File: config.mk
export PLATFORM = sky130hd
export DESIGN_NAME = gpu_lsu
export DESIGN_NICKNAME = d
export VERILOG_FILES = /design/src/rtl/gpu_lsu.sv
export SDC_FILE = /design/constraint.sdc
export NUM_CORES = 1
export LEC_CHECK = 0
export CELL_PAD_IN_SITES_DETAIL_PLACEMENT = 0
export CELL_PAD_IN_SITES_GLOBAL_PLACEMENT = 1
export CORE_ASPECT_RATIO = 0.8
export CORE_MARGIN = 10
export CORE_UTILIZATION = 32
export CTS_CLUSTER_DIAMETER = 200
export DETAILED_ROUTE_END_ITERATION = 8
export GPL_ROUTABILITY_DRIVEN = 0
export PLACE_DENSITY_LB_ADDON = 0.1
export SETUP_SLACK_MARGIN = 0.1
export SYNTH_ARGS = -nofsm -noshare
export SYNTH_HDL_FRONTEND = slang
export SYNTH_SLANG_ARGS = --single-unit
File: constraint.sdc
create_clock -name clk -period 3 [get_ports clk]
set_input_delay 0.45 -clock clk [delete_from_list [all_inputs] [get_ports clk]]
set_output_delay 0.45 -clock clk [all_outputs]
set_load 0.005 [all_outputs]
File: src/rtl/gpu_lsu.sv
// gpu_lsu: per-thread load/store unit bridging decoded LDR/STR, the register file and the memory arbiter.
module gpu_lsu #(
    parameter int DATA_WIDTH = 8,
    parameter int ADDR_WIDTH = 8,
    parameter int TIMEOUT    = 16
) (
    input  logic                  clk,
    input  logic                  reset,
    input  logic                  enable,
    input  logic                  start,
    input  logic                  is_load,
    input  logic                  is_store,
    input  logic [DATA_WIDTH-1:0] rs_data,
    input  logic [DATA_WIDTH-1:0] rt_data,
    input  logic [1:0]            rd_addr,
    output logic                  mem_read_valid,
    output logic [ADDR_WIDTH-1:0] mem_read_address,
    input  logic                  mem_read_ready,
    input  logic [DATA_WIDTH-1:0] mem_read_data,
    output logic                  mem_write_valid,
    output logic [ADDR_WIDTH-1:0] mem_write_address,
    output logic [DATA_WIDTH-1:0] mem_write_data,
    input  logic                  mem_write_ready,
    output logic                  rf_write_en,
    output logic [1:0]            rf_write_addr,
    output logic [DATA_WIDTH-1:0] rf_write_data,
    output logic                  busy,
    output logic                  done,
    output logic                  error
);
    localparam int CW = (TIMEOUT > 0) ? $clog2(TIMEOUT + 1) : 1;
    typedef enum logic [2:0] {IDLE, READ_REQ, WRITE_REQ, WRITEBACK, DONE} state_t;
    state_t state;
    logic [CW-1:0] cnt;
    logic [ADDR_WIDTH-1:0] addr_in;
    logic timeout;
    assign addr_in = ADDR_WIDTH'(rs_data);
    // Firing on the edge where the count would reach TIMEOUT keeps valid high for exactly TIMEOUT cycles.
    assign timeout = (TIMEOUT > 0) && (cnt == CW'(TIMEOUT - 1));
    always_ff @(posedge clk) begin
        if (reset) begin
            state             <= IDLE;
            cnt               <= '0;
            mem_read_valid    <= 1'b0;
            mem_read_address  <= '0;
            mem_write_valid   <= 1'b0;
            mem_write_address <= '0;
            mem_write_data    <= '0;
            rf_write_en       <= 1'b0;
            rf_write_addr     <= '0;
            rf_write_data     <= '0;
            busy              <= 1'b0;
            done              <= 1'b0;
            error             <= 1'b0;
        end else begin
            done        <= 1'b0;
            rf_write_en <= 1'b0;
            case (state)
                IDLE: if (start && enable) begin
                    mem_read_address  <= addr_in;
                    mem_write_address <= addr_in;
                    mem_write_data    <= rt_data;
                    rf_write_addr     <= rd_addr;
                    error             <= 1'b0;
                    cnt               <= '0;
                    busy              <= 1'b1;
                    if (is_load) begin
                        state          <= READ_REQ;
                        mem_read_valid <= 1'b1;
                    end else if (is_store) begin
                        state           <= WRITE_REQ;
                        mem_write_valid <= 1'b1;
                    end else begin
                        state <= DONE;
                        done  <= 1'b1;
                    end
                end
                READ_REQ: if (mem_read_ready) begin
                    rf_write_data  <= mem_read_data;
                    mem_read_valid <= 1'b0;
                    rf_write_en    <= rf_write_addr != 2'b10;
                    state          <= WRITEBACK;
                end else if (timeout) begin
                    mem_read_valid <= 1'b0;
                    error          <= 1'b1;
                    done           <= 1'b1;
                    state          <= DONE;
                end else begin
                    cnt <= (&cnt) ? cnt : cnt + 1'b1;
                end
                WRITE_REQ: if (mem_write_ready || timeout) begin
                    mem_write_valid <= 1'b0;
                    error           <= !mem_write_ready;
                    done            <= 1'b1;
                    state           <= DONE;
                end else begin
                    cnt <= (&cnt) ? cnt : cnt + 1'b1;
                end
                WRITEBACK: begin
                    done  <= 1'b1;
                    state <= DONE;
                end
                DONE: begin
                    busy  <= 1'b0;
                    state <= IDLE;
                end
                default: state <= IDLE;
            endcase
        end
    end
endmodule

==> flow_summary.json <==
{
  "status": "complete, no violations",
  "final_net_count": 315,
  "grt_pass1_vias": 1647,
  "yosysSeqAreaShare_pct": 45.3,
  "cts_hold_buffers": 0,
  "yosys_warnings": 0,
  "synth-async-reset-ratio_pct": 0,
  "cts_sinks": 40,
  "r2r_end": "cnt[0]",
  "skew_ns": 0.00415,
  "drive_gt1_share_pct": 5.04,
  "final.setup.tns_ns": 0,
  "start_util_pct": 32.7,
  "rr_worst_depth": 7,
  "dpl.hpwl_um": 3840,
  "grt_max_degree": 20,
  "firstDrtPassIters": 4,
  "grt_setup_unrepaired": "no",
  "fmax_mhz": 469,
  "die_width_um": 103,
  "cts_tree": "yes",
  "syn2layout_area_growth_pct": 46.2,
  "critPathMaxFanout": 6,
  "clock_latency_ns": 0.29,
  "yosys.area.top_type_share_pct": 45.3,
  "worst_pin_slew_ns": 0.647,
  "wire_per_inst_um": 15.1,
  "synthCells": 215,
  "clockBufferDepth": 2,
  "crit_chain": "ha_1 > and3_1 > ha_1 > o21ai_0 > nor3_1 > o21ai_0 > a21oi_1",
  "min_period_over_period_pct": 71.1,
  "drt-initial-drc-count": 63,
  "synth.distinct_cells": 37,
  "stdcell_area_um2": 2580,
  "via_count": 1681,
  "grt.total_usage_pct": 11.7,
  "slew_viol_final": 0,
  "cts_htree_levels": 2,
  "yosysMostFrequentCell": "nand2_1",
  "rows": 24,
  "min_from": "rf_write_data[2]",
  "final_hold_viol_count": 0,
  "drcViolationCount": 0,
  "synth_edf_count": 0,
  "power_leakage_nw": 0.921,
  "syn_area_um2": 1770,
  "cap_violations": 0,
  "grt_overflow": 0,
  "chipHeight_um": 86.5,
  "avgSynthCellArea_um2": 8.22,
  "synthFlopType": "dfxtp_1",
  "routed_via_density": 4.90,
  "critPathTopFamily": "simple AND/OR/NAND/NOR gates",
  "clockRootBuffer": "clkbuf_8",
  "dieArea_um2": 8910,
  "finalPower_mw": 1.20,
  "cp_slowest_cell": "nor3_1",
  "fin_crit_ns": 2.13,
  "cp-end-kind": "register",
  "cp.arrival_ns": 2.35,
  "grt_pass1_wl_um": 8390,
  "yosys.area.top_type": "dfxtp_1",
  "cts_buffers": 5,
  "critPathBufInv": 0,
  "placed_cell_area_um2": 2470,
  "antenna_found_initial": 0,
  "synth_nets": 253,
  "r2r_slack_ns": 0.87,
  "ant_nets": 0,
  "cts_setup_buffers": 0,
  "crit_type": "reg -> reg",
  "ir_drop_v": 0.000209,
  "min_to": "rf_write_data[2]",
  "r2r_start": "cnt[0]",
  "p_per_area_nw_per_um2": 466,
  "portBuffers": 73,
  "dp.cells": 335,
  "boundaryPins": 74,
  "relSlewSlack_pct": 56.6,
  "holdPathStages": 2,
  "crit_path_max_incr_delay_ns": 0.54,
  "core-area_um2": 5410,
  "cts-resized-gates": 0,
  "clk_pin_slew_ns": 0.08,
  "drt_wl_total_um": 5180,
  "crit_required_ns": 3.22,
  "antenna_cells": 0,
  "hp-class": "reg -> reg",
  "setup_viol": 0,
  "final_cells": 343,
  "ys_seq_elements": 40,
  "critPathLaunchType": "register",
  "ys_top_cells_by_area": "dfxtp_1 (45%), nand2_1 (11%), a21oi_1 (9.9%)",
  "synthTopCellsByCount": "nand2_1 (53), dfxtp_1 (40), a21oi_1 (35)"
}
==> how the worst max path moves through the flow <==
stage               startpoint        to  slack, ns  cells after the start
finish                  cnt[0]    cnt[0]       0.87                      7
global route            cnt[0]    cnt[0]       0.61                      7
CTS                     cnt[0]    cnt[0]       0.85                      7
detailed placement      enable      done       0.62                      5
global placement         start      done       0.64                      5
floorplan               cnt[0]  state[2]       1.15                      6
==> cells in the final DEF, fill, tap and decap left out, drive strengths merged, types with 2 or more instances in the layout <==
cell           Yosys  routed
o211a              2       2
a31oi              4       4
a211oi             2       2
inv                4       4
nor4               3       3
nor3               5       5
nand4              3       3
clkbuf             9       6
nor2b              2       2
nand4b             2       2
ha                 4       4
buf               12       3
nand2b             4       4
dfxtp             40      40
o21ai              6       6
nand2             53      53
and3               2       2
or4                2       2
clkdlybuf4s50      0      73
o31ai              3       3
nor2               4       4
or3                3       3
a21oi             35      35
a311oi             2       2
==> worst register-to-register path: stages, from the launching register on <==
cell and delay, ns:
dfxtp_1 0.37, ha_1 0.19, and3_1 0.22, ha_1 0.26, o21ai_0 0.12, nor3_1 0.54
o21ai_0 0.20, a21oi_1 0.16
==> cell families after synthesis <==
| logic type | synth area share (%) |
|---|---|
| simple gates | 24.6 |
| compound gates | 18.7 |
| flops | 45.3 |
| buf+inv | 8.00 |
| fa+ha+maj | 2.83 |
| xor+xnor | 0.496 |
==> report_power, final <==
part | total [mW] | switching, mW | internal [mW]
sequential | 0.575 | 0.0216 | 0.553
clock | 0.437 | 0.190 | 0.247
combinational | 0.192 | 0.0800 | 0.112
total | 1.20 | 0.292 | 0.912
==> sequential cells by signal (all words and copies together) (netlist names) <==
signal / count
mem_read_valid: 1
mem_write_data: 8
mem_write_valid: 1
done: 1
rf_write_en: 1
cnt: 5
rf_write_data: 8
error: 1
mem_write_address: 8
rf_write_addr: 2
state: 3
busy: 1
==> layout make-up <==
type | count | area (µm²)
clock inverter | 2 | 35.0
fill | 550 | 2820
timing repair buffer | 76 | 753
clock buffer | 6 | 72.6
inverter | 4 | 15.0
tap | 65 | 81.3
multi-input combinational | 150 | 825
sequential | 40 | 801
==> through the flow <==
stage                     hold slack [ns]  worst slack (ns)  utilization (%)
after floorplan                     0.453              1.15                -
after global routing                0.478             0.606             47.8
after global placement              0.441             0.639             45.8
final                               0.456             0.868             47.8
after detailed placement            0.449             0.616             45.8
after CTS                           0.459             0.846             47.8
==> layer usage <==
metal  track usage, %  wire, µm  vias up
li1                 -         -      857
met1             15.2      2450      755
met2             17.1      2200       66
met3             4.61       509        3
met4             3.66        21        0
met5                0         0        -
Power figures use the tool's default switching activity.
==> RTL change (same flow settings) <==
Re-encode `state_t` (5 states) as one-hot, 5 bits wide.
--- a/src/rtl/gpu_lsu.sv
+++ b/src/rtl/gpu_lsu.sv
@@ -31,3 +31,3 @@
     localparam int CW = (TIMEOUT > 0) ? $clog2(TIMEOUT + 1) : 1;
-    typedef enum logic [2:0] {IDLE, READ_REQ, WRITE_REQ, WRITEBACK, DONE} state_t;
+    typedef enum logic [4:0] {IDLE = 5'b00001, READ_REQ = 5'b00010, WRITE_REQ = 5'b00100, WRITEBACK = 5'b01000, DONE = 5'b10000} state_t;
     state_t state;
Formal check against the unedited RTL: no difference found for any inputs over 10 cycles, from zero or initial values and one cycle with reset high; not proved beyond that.
==> RTL change against the unedited design <==
Power down 5.6%. Cell area up 2.8%. Critical path type unchanged. Global-route usage about the same. Fmax down 8.6%. Synthesized area up 3.4%. Worst setup slack worse by 200 ps. Routed wire length up 1.1%. Sequential cell count up 2.
==> RTL change: results (changes against the unedited design) <==
** Setup path
- Among cell families on the critical path, the largest total delay comes from simple AND/OR/NAND/NOR gates.
- Slowest stage cell on the critical path :: sky130_fd_sc_hd__or3b_2
- Worst-path fanout max :: 6 (unchanged)
- The required time of the critical path came to 3170 ps (-50 ps).
- The largest stage delay on the critical path was 440 ps (-100 ps).

** Clock tree
- The buffers inserted during post-CTS setup optimization came to 0 (unchanged).
- Clock latency on the worst-skew pair :: 290 ps (about the same)
- The level count of the clock H-tree came to 2 (unchanged).
- Number of resized instances in the post-cts repair step :: 0 (unchanged)
- After clock tree synthesis, the clock-pin slew on the worst setup and hold paths is 90 ps.
- Clock Path Buffers :: 2 (unchanged)
- The total CTS buffers is 5 (unchanged).
- CTS root buf :: sky130_fd_sc_hd__clkbuf_8

** GRT
- Antenna violations before repair :: 0 (unchanged)
- Wire length of the first global-routing pass :: 8780 um (+4.7%)
- GRT Overall Usage :: 11.7% (about the same)
- Maximum number of pins on one net before global-route repair :: 23 (+15%)

** Pwr
- The switching portion of total power came to 24.4% (+0.18 points).
- Largest voltage drop on the vdd net :: 0.207 mV (-1.4%)
- The leakage dissipation was 0.926 nW (+0.54%).

** Place
- The cell area after placement came to 2560 sq um (+3.4%).
- Hpwl dp :: 3950 um (+3.1%)
- The count of input and output buffers came to 73 (unchanged).

** Synth
- Leading cell types by total area after synthesis :: sky130_fd_sc_hd__dfxtp_1 (46%), sky130_fd_sc_hd__nand2_1 (13%), sky130_fd_sc_hd__a21oi_1 (10%), sky130_fd_sc_hd__buf_4 (3.7%), sky130_fd_sc_hd__nor2_1 (2.9%)
- The number of library cell types mapped by synthesis was 38 (+2.7%).
- Async S/R FF share, synth :: 0% (unchanged)
- Fraction of the yosys area taken by sequential cells :: 46.0% (+0.70 points)
- Commonest cells in the netlist :: sky130_fd_sc_hd__nand2_1 (61), sky130_fd_sc_hd__dfxtp_1 (42), sky130_fd_sc_hd__a21oi_1 (38), sky130_fd_sc_hd__nor2_1 (14), sky130_fd_sc_hd__clkbuf_1 (10)
- The yosys synthesis warning count is 0 (unchanged).
- Syn nets :: 269 (+6.3%)

** Run status
- The run finished with clean final reports.

** Min path
- Classification of the worst-slack hold path :: flip-flop to flip-flop

** Route
- The overall routed net length was 5230 um (+1.1%).
- The mean number of vias per cell was 4.66 (-4.8%).
- The number of iterations in the first detailed-routing pass was 4 (unchanged).
- DRC marker count from the first detailed-route iteration :: 88 (+40%)

** Finish
- The count of filler cells inserted in the layout is 549 (-0.18%).
- In the final layout, the registers with the most flip-flops are mem_write_address: 8 flops, mem_write_data: 8 flops, rf_write_data: 8 flops.
- The number of nets in the layout was 331 (+5.1%).
- Diodes inserted :: 0 (unchanged)
- The share of post-route cells with drive strength above 1 came to 5.42% (+0.39 points).

** STA
- Setup Skew :: 9.55 ps (+5.40 ps)
- The normalized max-slew margin came to 59.3% (+2.7 points).
==> RTL change: changes by cell type after synthesis, sizes merged, moves of 3 or more <==
cell and change:
a21oi +3, nand2 +8, nor2 +11, nor4 -3
a31oi -4
==> RTL change: final timing paths <==
path	startpoint	to	slack (ps)	cells past startpoint
max	cnt[0]	done	670	8
min	rf_write_data[1]	rf_write_data[1]	450	2
max reg2reg	cnt[0]	done	670	8
min reg2reg	rf_write_data[1]	rf_write_data[1]	450	2
==> RTL change: worst reg2reg max path: stages (launching register included) <==
cell and delay [ps]:
sky130_fd_sc_hd__dfxtp_1 380, sky130_fd_sc_hd__ha_1 190, sky130_fd_sc_hd__and3_1 200, sky130_fd_sc_hd__ha_1 260
sky130_fd_sc_hd__nor2_1 90, sky130_fd_sc_hd__or3b_2 440, sky130_fd_sc_hd__a21oi_1 140, sky130_fd_sc_hd__o21ai_0 130
sky130_fd_sc_hd__a2111oi_0 390
==> RTL change: logic make-up (layout without fill, tap and decap cells) <==
group           after synthesis  count (layout)  share of synthesized area, %
buf+inv                      24              87                          7.33
compound gates               57              57                          17.3
xor+xnor                      2               2                         0.959
flops                        42              42                          46.0
fa+ha+maj                     3               3                          2.06
simple gates                104             104                          26.3
==> RTL change: final cells by class <==
cell class	count	area (sq um)	area share [%]
Sequential cell	42	841	31.7
Multi-Input combinational cell	166	852	32.1
Clock buffer	6	82.6	3.11
Tap cell	78	97.6	3.68
Inverter	2	7.51	0.283
Clock inverter	2	12.5	0.471
Timing Repair Buffer	77	761	28.7
==> RTL change: per-layer routing <==
layer  part of all wire [%]  global-route usage (%)  vias up
met5                      0                       0        -
met4                   0.80                    3.03        0
met3                    8.7                    5.28        5
met2                     43                    17.8       55
met1                     47                    14.7      778
li1                       -                       -      902
==> RTL change: power groups by stage <==
stage / sequential [mW] / clock (mW) / combinational [mW]
CTS: 0.589 / 0.395 / 0.169
finish: 0.589 / 0.381 / 0.166
floorplan: 0.600 / 0 / 0.0721
global route: 0.593 / 0.420 / 0.184
global placement: 0.602 / 0 / 0.170
detailed placement: 0.602 / 0 / 0.168
==> RTL change: per-stage QoR <==
step	total power [mW]	setup WS, ps	util (%)	cells	hold WS [ps]
floorplan	0.672	936	-	232	452
global placement	0.772	772	46.6	365	442
detailed placement	0.771	732	46.6	365	447
CTS	1.15	672	48.3	373	459
global route	1.20	473	48.3	373	494
finish	1.14	669	48.3	373	455
